<file path="src/rtl/dmem_copy_engine.sv">
// Block-copy engine in front of the data memory. When idle it passes CPU
// traffic through; when started it owns the port and copies Len bytes forward.
module dmem_copy_engine #(
  parameter int W = 8,
  parameter int A = 8
) (
  input  logic         Clk,
  input  logic         Reset,
  input  logic         Start,
  input  logic [A-1:0] SrcAddr,
  input  logic [A-1:0] DstAddr,
  input  logic [A-1:0] Len,
  input  logic         CpuWriteEn,
  input  logic [A-1:0] CpuAddress,
  input  logic [W-1:0] CpuDataIn,
  input  logic [W-1:0] MemDataOut,
  output logic         MemWriteEn,
  output logic [A-1:0] MemAddress,
  output logic [W-1:0] MemDataIn,
  output logic         Busy,
  output logic         Done
);

  typedef enum logic [1:0] {
    S_IDLE  = 2'd0,
    S_READ  = 2'd1,
    S_WRITE = 2'd2,
    S_DONE  = 2'd3
  } state_t;

  state_t       r_state;
  logic [A-1:0] r_src;
  logic [A-1:0] r_dst;
  logic [A-1:0] r_len;
  logic [A-1:0] r_idx;
  logic [W-1:0] r_buf;
  logic         w_last;

  assign w_last = (r_idx == r_len - 1'b1);

  always_ff @(posedge Clk or posedge Reset) begin
    if (Reset) begin
      r_state <= S_IDLE;
      r_src   <= '0;
      r_dst   <= '0;
      r_len   <= '0;
      r_idx   <= '0;
      r_buf   <= '0;
    end else begin
      case (r_state)
        S_IDLE: begin
          if (Start) begin
            r_src   <= SrcAddr;
            r_dst   <= DstAddr;
            r_len   <= Len;
            r_idx   <= '0;
            r_state <= (Len == '0) ? S_DONE : S_READ;
          end
        end
        S_READ: begin
          r_buf   <= MemDataOut;
          r_state <= S_WRITE;
        end
        S_WRITE: begin
          if (w_last) begin
            r_state <= S_DONE;
          end else begin
            r_idx   <= r_idx + 1'b1;
            r_state <= S_READ;
          end
        end
        default: r_state <= S_IDLE;
      endcase
    end
  end

  assign Busy = (r_state == S_READ) || (r_state == S_WRITE);
  assign Done = (r_state == S_DONE);

  // Port mux: only registered state and Cpu* feed the outputs, never MemDataOut.
  always_comb begin
    MemWriteEn = CpuWriteEn;
    MemAddress = CpuAddress;
    MemDataIn  = CpuDataIn;
    case (r_state)
      S_READ: begin
        MemWriteEn = 1'b0;
        MemAddress = r_src + r_idx;
        MemDataIn  = '0;
      end
      S_WRITE: begin
        MemWriteEn = 1'b1;
        MemAddress = r_dst + r_idx;
        MemDataIn  = r_buf;
      end
      default: ;
    endcase
  end

endmodule

</file>
<file path="config.mk">
export PLATFORM = sky130hd
export DESIGN_NAME = dmem_copy_engine
export DESIGN_NICKNAME = d
export VERILOG_FILES = /design/src/rtl/dmem_copy_engine.sv
export SDC_FILE = /design/constraint.sdc
export NUM_CORES = 1
export LEC_CHECK = 0
export ABC_AREA = 1
export CAP_MARGIN = 20
export CORE_MARGIN = 2
export CORE_UTILIZATION = 53
export DETAILED_ROUTE_END_ITERATION = 7
export MAX_ROUTING_LAYER = met4
export PLACE_DENSITY = 0.86
export SYNTH_ARGS = -nofsm -noshare
export SYNTH_HDL_FRONTEND = slang
export SYNTH_SLANG_ARGS = --single-unit
</file>
<file path="constraint.sdc">
create_clock -name Clk -period 4.41 [get_ports Clk]
set_input_delay 0.882 -clock Clk [delete_from_list [all_inputs] [get_ports Clk]]
set_output_delay 0.882 -clock Clk [all_outputs]
set_load 0.005 [all_outputs]
</file>
==> flow_summary.ini, run 1 <==
[critical_path]
crit_fanout = 16
cp_data_required_time_ns = 3.53
critPathArrivalTime_ns = 3.20
worstSetupPathType = reg -> out
endpoint_type_of_the_worst_setup_path = output port
setup.worst_path.start_class = register
rr_worst_depth = 13

[clock_network]
clkLatencyLatePin_ns = 0.30
cts_sinks = 42
cts_inserted_buffers = 5
post_cts.resized_instances = 0
cts-root-buf = clkbuf_8
clk_path_buf_depth = 2
htree_num_levels = 2
worst_setup_hold_path_clk_slew_ns = 0.08
cts_hold_buffers = 0
post_cts.repair.setup_buffers = 0
tritoncts = built

[route]
wl_mm = 6.72
drt_drc_violations_left = 0
drt_pass1_iterations = 4
drt_iter0_markers = 217
wl_per_cell_um = 13.3
num_vias = 2622
post_detailed_route_count_of_antenna_violating_nets = 0
routed_via_density = 5.17

[global_route]
grt_pass1_wl_mm = 11.3
grt.total_usage_pct = 24.6
via_count_of_the_first_global_routing_pass = 2495
grt_start_max_net_pins = 35
globalRoute.totalOverflow = 0
grt_antenna_before_repair = 0

[timing]
hold_viol_final = 0
grt_setup_unrepaired = false
fmax_mhz = 245
final-max-slew-violation-count = 0
finClkSkew_ns = 0.00872
fin_setup_tns_ns = 0
timing.final.crit_share_pct = 92.5
setup_viol = 0
final.min_clock_period_ns = 4.08
maxSlewHeadroom_pct = 46.1
worst_pin_slew_ns = 0.807
post-route-worst-setup-slack_ns = 0.331

[synth]
seq_area_frac_synth_pct = 38.2
mappedNetlistNets = 433
mappedNetlistArea_sq_um = 2750
synth_seq_cells = 42
synth.yosys.warnings = 0
ys_types = 31
syn-mean-instance-area_sq_um = 7.50
post_synth_inst_count = 367

[cells_and_area]
antenna_cells = 0
fin_nets = 502
final_cell_mix = nand2_1 (121), clkdlybuf4s50_1 (70), dfrtp_1 (42)
final-instance-count-excl-fill = 507
final_util_pct = 71.9
drive_gt1_share_pct = 6.18
area_delta_synth_final_pct = 32.6
layout_commonest_cell = nand2_1

[place]
hpwl_mm = 5.13
finalWeightedCongestion = 0.900
place_inst = 498
io_buffer_count = 70
pre_cts_slack_ns = 0.727

[die]
core_region_area_sq_um = 5070
rows = 26
floorplan.io_pins = 71
floorplan.die_area_sq_um = 5790
dieHeight_um = 76.1
die_width_um = 76.1
floorplan.initialDensity_pct = 54.2

[power]
pwr-share-comb_pct = 55.7
cellInternalPower_uw = 1400
clock_power_share_pct = 16.1
post-layout-total-power_uw = 2360
power.ir.vdd_worst_v = 0.000358
switching_power_uw = 957
power_per_cell_area_nw_per_um2 = 645
power_frac_seq_pct = 28.2
p_leak_uw = 0.00176
p_sw_share_pct = 40.6

[hold_path]
cell_count_of_the_worst_hold_path = 1
holdCritPathClass = reg -> reg

[status]
status = finished clean

[run]
cap_viol_max_count = 0
==> Yosys cell counts <==
master    instances  area [sq um]
clkbuf_1          6          22.5
xnor2_1           2          17.5
nor2_1           26          97.6
nand2_4           1          11.3
o21ai_0           7          35.0
dfrtp_1          42          1050
nand2_1         121           454
inv_2             5          18.8
nand4_1          12          75.1
or2_1             1          6.26
nand3_1          18          90.1
nand3b_1          2          15.0
o211ai_1          1          7.51
ha_1             13           163
bufinv_8          1          17.5
nand3_4           1          17.5
fa_1              1          20.0
mux2_1           13           146
nor3_1            1          5.00
a31oi_1           1          6.26
buf_2             4          20.0
buf_12            1          20.0
nor3b_1           2          15.0
nand2_2           1          6.26
xor2_1            6          52.6
a21oi_1          16          80.1
nor2_2            6          37.5
nor4_1            2          12.5
o21ai_1          18          90.1
inv_1            35           131
nand3_2           1          10.0
==> metal layers <==
layer	track usage, %	part of all wire (%)	vias up
li1	-	-	1321
met1	30.3	43	1203
met2	41.5	51	87
met3	4.62	4.6	11
met4	7.64	1.9	0
met5	-	0	-
==> state kept, by name, summed over array words and instances, names as in the netlist <==
| signal | flops |
|---|---|
| r_buf | 8 |
| r_dst | 8 |
| r_idx | 8 |
| r_len | 8 |
| r_src | 8 |
| r_state | 2 |
==> final timing paths <==
kind | end | slack (ns) | from
worst min-delay path | r_src[1] | 0.50 | r_src[1]
worst max-delay path | MemAddress[6] | 0.33 | r_state[0]
worst min register to register | r_src[1] | 0.50 | r_src[1]
max in group asynchronous | r_state[1] | 2.60 | Reset
min in group asynchronous | r_len[4] | 1.03 | Reset
worst max register to register | r_idx[2] | 2.45 | r_state[0]
==> final cells by class <==
class / count / area [sq um]
clock inverters: 2 / 60.1
inverters: 41 / 168
flip-flops and latches: 42 / 1050
clock buffers: 6 / 82.6
repair buffers: 73 / 731
well taps: 70 / 87.6
fillers: 386 / 1420
multi-input cells: 273 / 1470
==> critical path, stage by stage, from the launching register on <==
cell	delay, ns
dfrtp_1	0.40
inv_1	0.09
ha_1	0.22
buf_4	0.19
nand2_1	0.09
nand2_1	0.06
ha_1	0.20
fa_1	0.43
nand3_1	0.10
nand3_1	0.09
nand2_1	0.09
nand2_1	0.05
a21oi_1	0.15
xor2_1	0.09
o21ai_1	0.13
clkdlybuf4s50_1	0.51
==> power by group through the flow <==
stage	clock [uW]	combinational, uW	sequential (uW)
global placement	0	1250	660
finish	379	1310	664
global route	396	1460	681
CTS	381	1310	661
floorplan	0	816	631
detailed placement	0	1290	668
==> per-stage QoR <==
step	hold WS, ns	area (sq um)
floorplan	0.464	2750
global placement	0.481	3490
detailed placement	0.486	3490
CTS	0.505	3640
global route	0.526	3650
finish	0.503	3650
==> cell families after synthesis <==
kind of cell / Yosys count / share of synthesized area (%)
simple gates: 195 / 31.0
flops: 42 / 38.2
compound gates: 43 / 7.95
buf+inv: 52 / 8.36
xor+xnor: 8 / 2.55
mux: 13 / 5.32
fa+ha+maj: 14 / 6.64
No activity file was read; power rests on OpenSTA's default activity.
==> run 2: changes to the inputs <==
SETUP_SLACK_MARGIN = 0.5   (was default)
==> flow_summary.ini, run 2 (synthesis gave the netlist of run 1 again) <==
[cells_and_area]
antenna_cells = 0
drive_gt1_share_pct = 8.76
layout_commonest_cell = nand2_1
final_cell_mix = nand2_1 (121), clkdlybuf4s50_1 (69), dfrtp_1 (42)
final-instance-count-excl-fill = 515
fin_nets = 510
post-route-cell-area_sq_um = 3730
area_delta_synth_final_pct = 35.5

[global_route]
grt.total_usage_pct = 24.7
grt_antenna_before_repair = 0
grt_start_max_net_pins = 35
grt_pass1_wl_mm = 11.3
via_count_of_the_first_global_routing_pass = 2524
globalRoute.totalOverflow = 0

[place]
io_buffer_count = 70
place_inst = 498
hpwl_mm = 5.13
finalWeightedCongestion = 0.900
detailed_place.area_sq_um = 3490

[critical_path]
path_common_cell = nand2_1
endpoint_type_of_the_worst_setup_path = output port
path_cells = inv_1 > ha_1 > buf_6 > nand2_1 > nand2_1 > ha_2 > a21oi_1 > nand2_1 > nand2_1 > nand2_1 > a21oi_1 > xor2_1 > o21ai_1 > clkdlybuf4s50_1
reg2reg_from = r_state[1]
critical-path-slowest-cell = clkdlybuf4s50_1
critPathArrivalTime_ns = 2.86
critPathBufInv = 3
crit_fanout = 13
critical_path.max_stage_delay_ns = 0.51
cp_data_required_time_ns = 3.53
setup.worst_path.start_class = register
critPathTopFamily = buffers and inverters
worstSetupPathType = reg -> out
origin_of_the_worst_setup_path = r_state[0]

[timing]
grt_setup_unrepaired = false
fmax_mhz = 267
hold_viol_final = 0
final.min_clock_period_ns = 3.74
timing.final.crit_share_pct = 84.8
timing.hold.ws_ns = 0.504
setup_viol = 0
final-max-slew-violation-count = 0
finClkSkew_ns = 0.0104
fin_setup_tns_ns = 0
maxSlewHeadroom_pct = 46.1
worst_pin_slew_ns = 0.808

[die]
floorplan.die_area_sq_um = 5790
die_width_um = 76.1
core_region_area_sq_um = 5070
dieHeight_um = 76.1
rows = 26
floorplan.io_pins = 71
floorplan.initialDensity_pct = 54.2

[clock_network]
cts_hold_buffers = 0
clk_path_buf_depth = 2
tritoncts = built
htree_num_levels = 2
cts_sinks = 42
clkLatencyLatePin_ns = 0.30
cts_inserted_buffers = 5
worst_setup_hold_path_clk_slew_ns = 0.08
cts-root-buf = clkbuf_8

[power]
post-layout-total-power_uw = 2430
pwr-share-comb_pct = 57.1
p_sw_share_pct = 40.6
cellInternalPower_uw = 1440
switching_power_uw = 986
p_leak_uw = 0.00181
power_per_cell_area_nw_per_um2 = 650
power_frac_seq_pct = 27.2
power.ir.vdd_worst_v = 0.000378
clock_power_share_pct = 15.7

[route]
drt_iter0_markers = 249
post_detailed_route_count_of_antenna_violating_nets = 0
routed_via_density = 5.20
drt_pass1_iterations = 4
num_vias = 2680
wl_mm = 7.09
drt_drc_violations_left = 0
wl_per_cell_um = 13.8

[status]
status = finished clean

[run]
cap_viol_max_count = 0

[hold_path]
hold_path_startpoint = r_src[1]
holdCritPathClass = reg -> reg
run 2: changes by cell type in the layout (fill, tap and decap cells not counted), sizes merged:
cell,delta
dlymetal6s2s,+1
clkdlybuf4s50,-1
buf,+8
run 2: stage by stage:
stage | utilization (%) | setup WS, ns
after floorplan | - | 1.22
after global placement | 68.8 | 0.838
after detailed placement | 68.8 | 0.727
after CTS | 72.1 | 0.527
after global routing | 73.5 | 0.498
final | 73.5 | 0.671
run 2: area by class of cell:
cell class / instances / area, sq um
clock buffer: 6 / 82.6
clock inverter: 2 / 60.1
fill: 371 / 1350
inverter: 41 / 168
multi-input combinational: 273 / 1480
sequential: 42 / 1050
tap: 70 / 87.6
timing repair buffer: 81 / 797
run 2: metal layers:
metal / track usage (%) / wire length [um] / vias up
li1: - / - / 1338
met1: 29.8 / 2950 / 1239
met2: 41.9 / 3680 / 89
met3: 4.86 / 342 / 14
met4: 7.82 / 131 / 0
met5: - / 0 / -
run 2: worst paths after layout:
path                                      end  slack, ns  cells past startpoint
worst max register to register       r_src[3]       2.38                      6
worst max-delay path            MemAddress[5]       0.67                     14
worst min-delay path                 r_src[1]       0.50                      1
worst min register to register       r_src[1]       0.50                      1
max in group asynchronous          r_state[1]       2.60                      3
min in group asynchronous            r_len[4]       1.03                      2
run 2: what timing repair did:
item	in CTS	in global routing
endpoints found under the setup margin	1	2
resized for setup	2	4
pin swaps	0	1
buffers inserted	2	6
run 2: power by group through the flow:
stage | clock (uW) | sequential (uW) | combinational (uW)
after global placement | 0 | 660 | 1250
after floorplan | 0 | 631 | 816
final | 380 | 660 | 1380
after global routing | 396 | 677 | 1530
after detailed placement | 0 | 668 | 1290
after CTS | 381 | 655 | 1330
